## src/rtl/pipeline_defs_pkg.sv

```systemverilog
// pipeline_defs: shared state encodings, register-number width and valid-vector stage indices.
package pipeline_defs;
  typedef enum logic {RUN, MD_BUSY} state_e;
  localparam int REG_W = 5;
  localparam logic [REG_W-1:0] REG_ZERO = '0;
  localparam int V_ID = 0;
  localparam int V_EX = 1;
  localparam int V_MEM = 2;
  localparam int V_WB = 3;
endpackage

```

## src/rtl/hazard_stat_counter.sv

```systemverilog
// hazard_stat_counter: 32-bit saturating event counter with synchronous clear.
module hazard_stat_counter (
  input  logic        clock,
  input  logic        reset,
  input  logic        inc,
  output logic [31:0] count
);
  logic [31:0] count_q, count_d;
  always_comb count_d = reset ? '0 : (inc & ~&count_q) ? count_q + 32'd1 : count_q;
  always_ff @(posedge clock) count_q <= count_d;
  assign count = count_q;
endmodule

```

## src/rtl/pipeline_hazard_ctrl.sv

```systemverilog
// pipeline_hazard_ctrl: PC/IF-ID/ID-EX/EX-MEM stall, bubble and flush control with stage-valid tracking.
// Define HAZARD_STATS_EN to build the stall-cycle and flush counters.
module pipeline_hazard_ctrl
  import pipeline_defs::*;
#(
  parameter int MD_LATENCY = 4,
  parameter int CNT_W = 4
) (
  input  logic             clock,
  input  logic             reset,
  input  logic [REG_W-1:0] id_rs,
  input  logic [REG_W-1:0] id_rt,
  input  logic             ex_mem_read,
  input  logic [REG_W-1:0] ex_rt,
  input  logic             branch_taken,
  input  logic             md_start,
  output logic             pc_enable,
  output logic             if_id_enable,
  output logic             if_id_clear,
  output logic             id_ex_enable,
  output logic             id_ex_clear,
  output logic             ex_mem_clear,
  output logic             md_busy,
  output logic [3:0]       valid,
  output logic [31:0]      stall_cycles,
  output logic [31:0]      flush_count
);
  localparam logic MD_EN = MD_LATENCY > 1;
  localparam logic MD_MULTI = MD_LATENCY > 2;
  state_e state_q, state_d;
  logic [CNT_W-1:0] md_cnt_q, md_cnt_d;
  logic [3:0] valid_q, valid_d;
  logic md_hit, lu_hit, br_hit, md_stall;
  always_comb begin
    md_hit = (state_q == RUN) & md_start & valid_q[V_EX] & MD_EN;
    lu_hit = ex_mem_read & valid_q[V_EX] & valid_q[V_ID] & (ex_rt != REG_ZERO) &
             ((ex_rt == id_rs) | (ex_rt == id_rt));
    br_hit = branch_taken & valid_q[V_ID];
    md_stall = md_hit | (state_q == MD_BUSY);
    pc_enable = reset | ~(md_stall | lu_hit);
    if_id_enable = pc_enable;
    if_id_clear = reset | (~md_stall & ~lu_hit & br_hit);
    id_ex_enable = reset | ~md_stall;
    id_ex_clear = reset | (~md_stall & lu_hit);
    ex_mem_clear = reset | md_stall;
    md_busy = ~reset & md_stall;
    // Leaving MD_BUSY as the count reaches zero gives MD_LATENCY-1 stall cycles in total.
    state_d = reset ? RUN :
              (state_q == MD_BUSY) ? ((md_cnt_q <= CNT_W'(1)) ? RUN : MD_BUSY) :
              (md_hit & MD_MULTI) ? MD_BUSY : RUN;
    md_cnt_d = reset ? '0 :
               (state_q == MD_BUSY) ? md_cnt_q - CNT_W'(1) :
               (md_hit & MD_MULTI) ? CNT_W'(MD_LATENCY - 2) : md_cnt_q;
    valid_d = reset ? '0 : {valid_q[V_MEM],
                            valid_q[V_EX] & ~ex_mem_clear,
                            id_ex_enable ? (valid_q[V_ID] & ~id_ex_clear) : valid_q[V_EX],
                            if_id_enable ? ~if_id_clear : valid_q[V_ID]};
  end
  always_ff @(posedge clock) begin
    state_q <= state_d;
    md_cnt_q <= md_cnt_d;
    valid_q <= valid_d;
  end
  assign valid = valid_q;
`ifdef HAZARD_STATS_EN
  hazard_stat_counter u_stall_cnt (
    .clock(clock), .reset(reset), .inc(~pc_enable), .count(stall_cycles)
  );
  hazard_stat_counter u_flush_cnt (
    .clock(clock), .reset(reset), .inc(if_id_clear | id_ex_clear), .count(flush_count)
  );
`else
  assign stall_cycles = '0;
  assign flush_count = '0;
`endif
endmodule

```

## config.mk

```make
export PLATFORM = sky130hd
export DESIGN_NAME = pipeline_hazard_ctrl
export DESIGN_NICKNAME = d
export VERILOG_FILES = /design/src/rtl/pipeline_defs_pkg.sv /design/src/rtl/hazard_stat_counter.sv /design/src/rtl/pipeline_hazard_ctrl.sv
export SDC_FILE = /design/constraint.sdc
export NUM_CORES = 1
export LEC_CHECK = 0
export ABC_AREA = 1
export BUFFER_PORTS_ARGS = -buffer_cell sky130_fd_sc_hd__buf_2
export CORE_MARGIN = 1.5
export CORE_UTILIZATION = 39
export DETAILED_ROUTE_END_ITERATION = 10
export PLACE_DENSITY_LB_ADDON = 0.12
export SLEW_MARGIN = 25
export SYNTH_ARGS = -nofsm -noshare
export SYNTH_HDL_FRONTEND = slang
export SYNTH_SLANG_ARGS = --single-unit
```

## constraint.sdc

```tcl
create_clock -name clock -period 1.5 [get_ports clock]
set_clock_uncertainty 0.2 [all_clocks]
set_input_delay 0.225 -clock clock [delete_from_list [all_inputs] [get_ports clock]]
set_output_delay 0.225 -clock clock [all_outputs]
set_load 0.02 [all_outputs]
```

==> results of run 1 <==
-- logic make-up after synthesis --
family,share of synthesized area [%]
buffers and inverters,52.0
adder cells (fa/ha/maj),2.21
flip-flops,15.9
AO/OA/AOI/OAI,6.31
AND/OR/NAND/NOR,21.6
XOR/XNOR,1.55
other,0.332
-- synth_stat cells (all sizes together) (2+ instances only) --
master,instances,area [µm²]
a21oi,4,20.0
buf,65,488
dfxtp,9,180
ha,2,25.0
inv,25,96.4
nand2,28,118
nand3,7,40.0
nand4,2,12.5
nor2,15,63.8
nor3,2,10.0
o21ai,6,33.8
xnor2,2,17.5
-- layout make-up --
type | instances | area [µm²] | share of cell area [%]
clock buffer | 3 | 22.5 | 1.86
clock inverter | 1 | 5.00 | 0.413
inverter | 26 | 103 | 8.46
multi-input combinational | 134 | 617 | 50.9
sequential | 9 | 188 | 15.5
tap | 31 | 38.8 | 3.20
timing repair buffer | 37 | 239 | 19.7
-- power breakdown --
part           switching, µW  total (µW)  leakage, µW  internal, µW
registers               14.5         278    0.0000748           263
clock network            103         202    0.0000177          99.0
logic                    309         444     0.000666           135
total                    426         924     0.000759           497
-- cell usage in the layout, fill, tap and decap left out, types with 3 or more instances in the layout --
cell,synthesis,routed
nand2_1,25,24
a21oi_1,4,3
conb_1,1,64
inv_1,16,16
buf_4,65,9
buf_6,0,5
nand3_1,6,6
inv_2,8,7
clkbuf_4,0,3
o21ai_1,4,4
buf_2,0,23
nor2_1,14,14
dfxtp_1,9,7
-- state kept, by name, indices dropped and copies added, names as in the netlist --
signal    cells
state_q       1
valid         4
md_cnt_q      4
-- critical path, stage by stage (launching register included) --
cell and delay, ns:
dfxtp_4 0.36, inv_4 0.04, o21ai_4 0.17, inv_4 0.07, nor2_4 0.10, inv_2 0.07, buf_6 0.13
-- per-layer routing --
layer  vias to the layer above  track usage, %  part of all wire (%)
met5                         -               0                     0
met4                         0            6.98                   1.9
met3                         3            1.84                    12
met2                        56            18.8                    49
met1                       385            11.7                    37
li1                        466               -                     -
-- path summary, 6_finish.rpt --
path | to | start | slack [ns] | depth (start not counted)
worst max-delay path | id_ex_enable | valid[1] | -0.14 | 6
worst min-delay path | valid[3] | reset | 0.03 | 2
worst max register to register | valid[0] | valid[1] | 0.18 | 7
worst min register to register | valid[3] | valid[2] | 0.24 | 2
-- through the flow --
step	std cells	TNS [ns]
2_1_floorplan	234	0
3_3_place_gp	231	-0.230
3_5_place_dp	231	-0.291
4_1_cts	240	-0.900
5_1_grt	241	-1.21
6_report	241	-0.778
-- repair_timing --
item	in CTS	in global routing
cloned	0	0
resized for setup	15	2
pin swaps	2	0
endpoints found under the hold margin	0	0
setup buffers	5	1
setup endpoints to repair	7	7
==> metrics.csv, run 1 <==
stage,metric,value,unit
run_status,status,finished with violations,
run_status,failing checks,setup timing,
clock_network,clk sinks,9,
floorplan,Die Wd,56.8,µm
global_routing,Tot GR Track Use,10.7,%
placed_design,placed inst area,1090,µm²
clock_network,Clock Pin Slew Worst Setup and Hold Paths,0.06,ns
clock_network,CTS tree,yes,
global_routing,initial antenna violation count,0,
synth,Netlist Area Pre-Place,1130,µm²
clock_network,Max Root-Sink Buffers,2,
finish,share of layout cells above drive strength 1,28.6,%
timing,Final setup viols,7,
route,vias per cell,3.78,
synth,Synth Register Bits,9,
synth,"Seq/Total Area, Yosys",15.9,%
setup_path,Critical Path Source Type,flop,
global_routing,GRT Residual Overflow,0,
timing,RSZ-0062 raised after global routing,yes,
finish,Area Growth Syn to Fin,7.31,%
timing,worst setup margin,-0.144,ns
clock_network,H-tree depth,1,
global_routing,number of global-route vias before repair,705,
pwr,worst IR drop on VDD,494,µV
placed_design,pre-CTS WS,-0.108,ns
route,vias,910,
floorplan,core area,2760,µm²
route,Routed Antenna Nets,0,
clock_network,root buffer cell,clkbuf_4,
setup_path,crit-path max FO,4,
synth,Netlist cell types,24,
finish,nets,233,
finish,diode count,0,
setup_path,WP data arrival,1.22,ns
synth,"EDFF count, synth",0,
pwr,total power,924,µW
timing,final hold vios,0,
synth,Gate Count Post-Synth,171,
setup_path,CP Capture Type,output pin,
synth,synth warn,0,
route,drt first pass iters,5,
pwr,Static Leak,0.000759,µW
floorplan,die area,3230,µm²
floorplan,starting density of the core,41.0,%
route,WL final,1880,µm
route,WL/cell,7.78,µm
placed_design,RePlAce Congestion,0.806,
timing,Achievable Freq,608,MHz
finish,fillcell total,293,
finish,fin area,1210,µm²
timing,Hold Slack,0.0331,ns
run,Max Cap Violations,0,
timing,Tcrit/Tclk final,110,%
synth,"Async S/R FF share, synth",0,%
global_routing,global-route wire length before repair,2750,µm
min_path,Worst Hold Class,in -> reg,
floorplan,I/O pins,95,
placed_design,PortBufs,30,
synth,ys flop type,dfxtp_1,
route,DRT iter0 DRCs,45,
clock_network,Hold Buf Count CTS,0,
setup_path,CP Class,reg -> out,
route,DRC,0,
floorplan,row count,19,
pwr,power per cell area,762,nW/µm²
setup_path,CP required,1.07,ns
clock_network,Num CTS Buffers,3,
synth,synthesized area per cell,6.61,µm²
finish,final core utilization,44.0,%
clock_network,Worst-Skew Late Latency,0.28,ns
floorplan,die height,56.8,µm
timing,Slew Limit Fails,0,
placed_design,DPL Wire Length,1530,µm
global_routing,largest net degree at the start of global routing,8,
timing,min Tclk post-route,1.64,ns
Note: power is estimated with default switching activity, not from simulation.
==> inputs of run 2 (changes only) <==
==> constraint.sdc (replaced) <==
create_clock -name clock -period 1.5 [get_ports clock]
set_clock_uncertainty 0.2 [all_clocks]
set_input_delay 0.3 -clock clock [delete_from_list [all_inputs] [get_ports clock]]
set_output_delay 0.3 -clock clock [all_outputs]
set_load 0.02 [all_outputs]
==> run 2 against run 1 <==
  * The run still ends with setup timing left
  * Routed wire length increased by 9.1%
  * Non-clock buffer count increased by 10
  * Highest routed layer unchanged
  * Global-route usage grew 0.94 points
  * Flip-flop and latch count stayed put
  * Register-to-register slack worse by 0.12 ns
  * Cell area up 11%
==> metrics.csv, run 2 (same netlist as run 1, synthesis figures left out) <==
stage,metric,value,unit,change
timing,Slew Limit Fails,0,,unchanged
run_status,status,finished with violations,,
timing,Hold Slack,0.175,ns,+0.142 ns
finish,fin area,1350,µm²,+11%
route,DRT iter0 DRCs,28,,-38%
finish,"commonest non-fill, non-tap cells in the layout","64 x conb_1, 23 x nand2_1, 18 x buf_4",,
placed_design,PortBufs,30,,unchanged
setup_path,CP required,1.00,ns,-0.07 ns
pwr,worst IR drop on VDD,501,µV,+1.4%
global_routing,Tot GR Track Use,11.6,%,+0.94 points
timing,worst setup margin,-0.200,ns,-0.0556 ns
floorplan,Die Wd,56.8,µm,unchanged
setup_path,Critical Path Source Type,flop,,
placed_design,DPL Wire Length,1710,µm,+12%
min_path,Min-Delay Path Depth,4,,+2
setup_path,"CP delay by family, top",flip-flops,,
setup_path,cell mode on critical path,inv_4,,
min_path,Worst Hold Launch,branch_taken,,
setup_path,CP Capture Type,output pin,,
setup_path,r2r setup slk,0.06,ns,-0.12 ns
placed_design,RePlAce Congestion,0.752,,-6.7%
floorplan,starting density of the core,41.0,%,unchanged
clock_network,root buffer cell,clkbuf_4,,
route,Routed Antenna Nets,0,,unchanged
route,DRC,0,,unchanged
clock_network,H-tree depth,1,,unchanged
run,Max Cap Violations,0,,unchanged
finish,share of layout cells above drive strength 1,33.2,%,+4.6 points
route,vias,942,,+3.5%
min_path,Worst Hold Class,in -> reg,,
setup_path,crit-path max FO,4,,unchanged
setup_path,CP max stage delay,0.37,ns,about the same
global_routing,number of global-route vias before repair,755,,+7.1%
global_routing,global-route wire length before repair,3000,µm,+9.0%
timing,RSZ-0062 raised after global routing,yes,,
clock_network,Max Root-Sink Buffers,2,,unchanged
route,Top Layer Used,met4,,
route,Metal-1 WL,808,µm,+15%
min_path,Hold EP,valid[0],,
floorplan,row count,19,,unchanged
finish,"commonest non-fill, non-tap cell in the layout",conb_1,,
global_routing,largest net degree at the start of global routing,6,,-2
setup_path,FF-to-FF End,valid[1],,
finish,nets,243,,+4.3%
floorplan,die area,3230,µm²,unchanged
timing,min Tclk post-route,1.70,ns,+0.0556 ns
timing,Final setup viols,7,,unchanged
route,met3 wire len,189,µm,-13%
clock_network,CTS tree,yes,,
route,drt first pass iters,4,,-1
setup_path,CP Class,reg -> out,,
floorplan,die height,56.8,µm,unchanged
clock_network,Num CTS Buffers,3,,unchanged
clock_network,clk sinks,9,,unchanged
finish,Area Growth Syn to Fin,19.5,%,
setup_path,WP data arrival,1.20,ns,-0.02 ns
pwr,Static Leak,0.000828,µW,+9.1%
route,WL final,2050,µm,+9.1%
route,vias per cell,3.75,,-0.61%
floorplan,core area,2760,µm²,unchanged
setup_path,FF-to-FF path depth,8,,+1
placed_design,placed inst area,1180,µm²,+8.3%
global_routing,initial antenna violation count,0,,unchanged
route,WL/cell,8.15,µm,+4.7%
global_routing,GRT Residual Overflow,0,,unchanged
run_status,failing checks,setup timing,,
timing,final hold vios,0,,unchanged
pwr,power per cell area,715,nW/µm²,-6.1%
timing,Achievable Freq,588,MHz,-3.3%
setup_path,CP Cell Sequence,inv_4 -> o21ai_4 -> inv_4 -> nor2_4 -> inv_2 -> buf_6,,
setup_path,Worst Path Buf+Inv,4,,unchanged
timing,Tcrit/Tclk final,113,%,+3.7 points
finish,final core utilization,49.0,%,+5.0 points
clock_network,Clock Pin Slew Worst Setup and Hold Paths,0.06,ns,about the same
finish,diode count,0,,unchanged
floorplan,I/O pins,95,,unchanged
setup_path,Worst R2R Start,valid[1],,
setup_path,Worst path slowest cell,dfxtp_4,,
clock_network,Worst-Skew Late Latency,0.26,ns,-0.02 ns
route,DR WL met2,1030,µm,+12%
-- run 2: cell types whose count changed in the layout (fill, tap and decap cells not counted), sizes merged --
cell	delta
buf	+10
clkbuf	+1
clkinv	-1
-- run 2: worst min-delay path, cell delays in order --
cell and delay (ns):
buf_2 0.08, a21oi_1 0.08, nand3_1 0.08, nand2_1 0.05
-- run 2: routing by layer --
layer / global-route usage, % / vias up
met2: 20.3 / 47
li1: - / 487
met5: 0 / -
met1: 13.3 / 406
met3: 3.00 / 2
met4: 4.98 / 0
-- run 2: how the worst max path moves through the flow --
stage	startpoint	end	depth (start not counted)
global route	valid[1]	id_ex_enable	6
CTS	valid[1]	id_ex_enable	6
finish	valid[1]	id_ex_enable	6
floorplan	ex_rt[0]	pc_enable	9
global placement	ex_rt[0]	if_id_clear	9
detailed placement	ex_rt[0]	if_id_clear	11
-- run 2: area by class of cell --
class | count | area, µm²
fillers | 287 | 1410
multi-input cells | 134 | 632
repair buffers | 47 | 365
flip-flops and latches | 9 | 185
inverters | 26 | 103
well taps | 31 | 38.8
clock buffers | 4 | 26.3
-- run 2: stage by stage --
step           cells  total power [µW]  TNS (ns)  setup WS (ns)
3_5_place_dp     241               716     -1.05         -0.264
6_report         251               965     -1.23         -0.200
2_1_floorplan    234               720   -0.0618        -0.0392
4_1_cts          249               952     -1.35         -0.230
3_3_place_gp     241               712    -0.952         -0.243
5_1_grt          251              1030     -1.74         -0.271
-- run 2: where the power goes --
part | internal, µW | switching (µW) | leakage [µW] | total (µW)
sequential | 263 | 14.4 | 0.0000744 | 278
combinational | 177 | 323 | 0.000738 | 500
clock | 103 | 85.2 | 0.0000150 | 188
total | 542 | 423 | 0.000828 | 965
-- run 2: timing repair --
action	in CTS	in global routing
pin swaps	9	1
resized for setup	22	7
hold buffers	0	0
setup buffers	4	2
setup endpoints to repair	7	7
==> inputs of run 3 (changes only) <==
--- a/config.mk
+++ b/config.mk
@@ -6,12 +6,13 @@
 export NUM_CORES = 1
 export LEC_CHECK = 0
 export ABC_AREA = 1
-export BUFFER_PORTS_ARGS = -buffer_cell sky130_fd_sc_hd__buf_2
 export CORE_MARGIN = 1.5
-export CORE_UTILIZATION = 39
+export CORE_UTILIZATION = 40
 export DETAILED_ROUTE_END_ITERATION = 10
+export DONT_BUFFER_PORTS = 1
 export PLACE_DENSITY_LB_ADDON = 0.12
 export SLEW_MARGIN = 25
 export SYNTH_ARGS = -nofsm -noshare
 export SYNTH_HDL_FRONTEND = slang
 export SYNTH_SLANG_ARGS = --single-unit
+export TNS_END_PERCENT = 20
==> run 3 against run 2 <==
  * Die area shrank 2.4%
  * Global-route usage shrank 0.37 points
  * Core utilization shrank 8.9 points
  * Cell area shrank 20%
  * Sequential share of layout area grew 3.4 points
  * Fmax shrank 1.4%
  * Via count shrank 14%
  * The run still ends with setup timing left
  * Setup slack lost 0.025 ns
  * Worst hold slack lost 0.15 ns
  * Clock power grew 9%
==> metrics.csv, run 3 (same netlist as run 1, synthesis figures left out) <==
stage,metric,value,unit,change
pwr,Comb pwr share,44.7,%,-7.1 points
timing,Tcrit/Tclk final,115,%,+1.6 points
setup_path,CP Class,reg -> out,,
clock_network,Num CTS Buffers,3,,unchanged
timing,Hold Slack,0.0199,ns,-0.155 ns
finish,post-route insts no fill,216,,-14%
route,vias per cell,3.74,,-0.33%
clock_network,Max Root-Sink Buffers,2,,unchanged
setup_path,CP Capture Type,output pin,,
finish,nets,208,,-14%
timing,min Tclk post-route,1.72,ns,+0.0247 ns
setup_path,WP data arrival,1.22,ns,+0.02 ns
run_status,status,finished with violations,,
floorplan,row count,19,,unchanged
timing,RSZ-0062 raised after global routing,yes,,
route,drt first pass iters,4,,unchanged
finish,diode count,0,,unchanged
setup_path,crit-path max FO,4,,unchanged
route,WL/cell,8.25,µm,+1.3%
global_routing,initial antenna violation count,0,,unchanged
finish,fillcell total,285,,-0.70%
run,Max Cap Violations,0,,unchanged
timing,Achievable Freq,580,MHz,-1.4%
timing,setup TNS,-1.06,ns,+0.170 ns
timing,final hold vios,0,,unchanged
pwr,total power,878,µW,-9.1%
placed_design,DPL Wire Length,1490,µm,-13%
pwr,switching part of the total,46.7,%,+2.8 points
global_routing,largest net degree at the start of global routing,7,,+1
clock_network,clk sinks,9,,unchanged
timing,Slew Limit Fails,0,,unchanged
route,vias,808,,-14%
finish,"commonest non-fill, non-tap cell in the layout",conb_1,,
clock_network,root buffer cell,clkbuf_4,,
pwr,Static Leak,0.000660,µW,-20%
placed_design,RePlAce Congestion,0.792,,+5.3%
clock_network,Clock Pin Slew Worst Setup and Hold Paths,0.06,ns,about the same
floorplan,starting density of the core,41.7,%,+0.72 points
floorplan,die area,3150,µm²,-2.4%
pwr,net switching power,410,µW,-3.2%
pwr,Internal,468,µW,-14%
placed_design,Placed Cells,209,,-13%
placed_design,placed inst area,1020,µm²,-13%
pwr,worst IR drop on VDD,534,µV,+6.6%
global_routing,GRT Residual Overflow,0,,unchanged
timing,Final setup viols,7,,unchanged
pwr,power per cell area,809,nW/µm²,+13%
run_status,failing checks,setup timing,,
timing,worst setup margin,-0.224,ns,-0.0247 ns
floorplan,I/O pins,95,,unchanged
route,Routed Antenna Nets,0,,unchanged
setup_path,CP required,1.00,ns,about the same
route,DRT iter0 DRCs,16,,-43%
finish,Area Growth Syn to Fin,-3.99,%,
pwr,sequential share of power,32.1,%,+3.3 points
floorplan,die height,56.1,µm,-1.2%
clock_network,CTS tree,yes,,
finish,fin area,1080,µm²,-20%
route,WL final,1780,µm,-13%
clock_network,Worst-Skew Late Latency,0.28,ns,+0.02 ns
placed_design,PortBufs,0,,-100%
setup_path,Critical Path Source Type,flop,,
clock_network,H-tree depth,1,,unchanged
global_routing,Tot GR Track Use,11.3,%,-0.37 points
global_routing,number of global-route vias before repair,693,,-8.2%
finish,share of layout cells above drive strength 1,19.5,%,-14 points
finish,"commonest non-fill, non-tap cells in the layout","64 x conb_1, 24 x nand2_1, 15 x inv_1",,
global_routing,global-route wire length before repair,2860,µm,-4.8%
floorplan,core area,2710,µm²,-1.7%
route,DRC,0,,unchanged
pwr,power share of the clock group,23.2,%,+3.7 points
min_path,Worst Hold Class,in -> reg,,
floorplan,Die Wd,56.1,µm,-1.2%
==> run 3: power groups by stage <==
stage                     sequential (µW)  clock [µW]  combinational [µW]
final                                 281         204                 393
after global routing                  285         219                 430
after CTS                             282         206                 390
after detailed placement              286           0                 374
after global placement                286           0                 375
after floorplan                       297           0                 423
==> run 3: area by class of cell <==
cell class | instances | area, µm² | share of cell area, %
Multi-Input combinational cell | 134 | 626 | 57.7
Sequential cell | 9 | 185 | 17.1
Timing Repair Buffer | 12 | 105 | 9.69
Inverter | 26 | 103 | 9.46
Tap cell | 31 | 38.8 | 3.58
Clock buffer | 3 | 22.5 | 2.08
Clock inverter | 1 | 5.00 | 0.461
==> run 3: path summary, 6_finish.rpt <==
path	startpoint	endpoint	slack [ns]	cells after the start
setup / recovery	valid[1]	if_id_clear	-0.22	6
hold / removal	reset	valid[0]	0.02	3
setup reg to reg	valid[1]	md_cnt_q[3]	0.20	5
hold reg to reg	md_cnt_q[1]	md_cnt_q[1]	0.29	2
==> run 3: what timing repair did <==
| item | in CTS | in global routing |
|---|---|---|
| cloned | 0 | 0 |
| pin swaps | 2 | 0 |
| buffers inserted | 2 | 0 |
| resized for setup | 3 | 0 |
| endpoints found under the hold margin | 3 | 0 |
| setup endpoints to repair | 7 | 7 |
| hold buffers | 1 | 0 |
==> run 3: through the flow <==
step / utilization (%) / setup slack, ns
2_1_floorplan: - / -0.0392
3_3_place_gp: 37.8 / -0.0909
3_5_place_dp: 37.8 / -0.0989
4_1_cts: 40.0 / -0.217
5_1_grt: 40.0 / -0.295
6_report: 40.0 / -0.224
==> run 3: worst max-delay path, cell delays in order (launching register included) <==
cell and delay, ns:
dfxtp_4 0.37, inv_4 0.04, o21ai_4 0.18, inv_4 0.08, nand2_4 0.08, a21oi_2 0.05
buf_4 0.16
==> run 3: metal layers <==
metal / global-route usage, % / vias up / part of all wire, %
li1: - / 418 / -
met1: 12.8 / 334 / 38
met2: 18.3 / 51 / 47
met3: 4.65 / 5 / 13
met4: 5.10 / 0 / 1.5
met5: 0 / - / 0
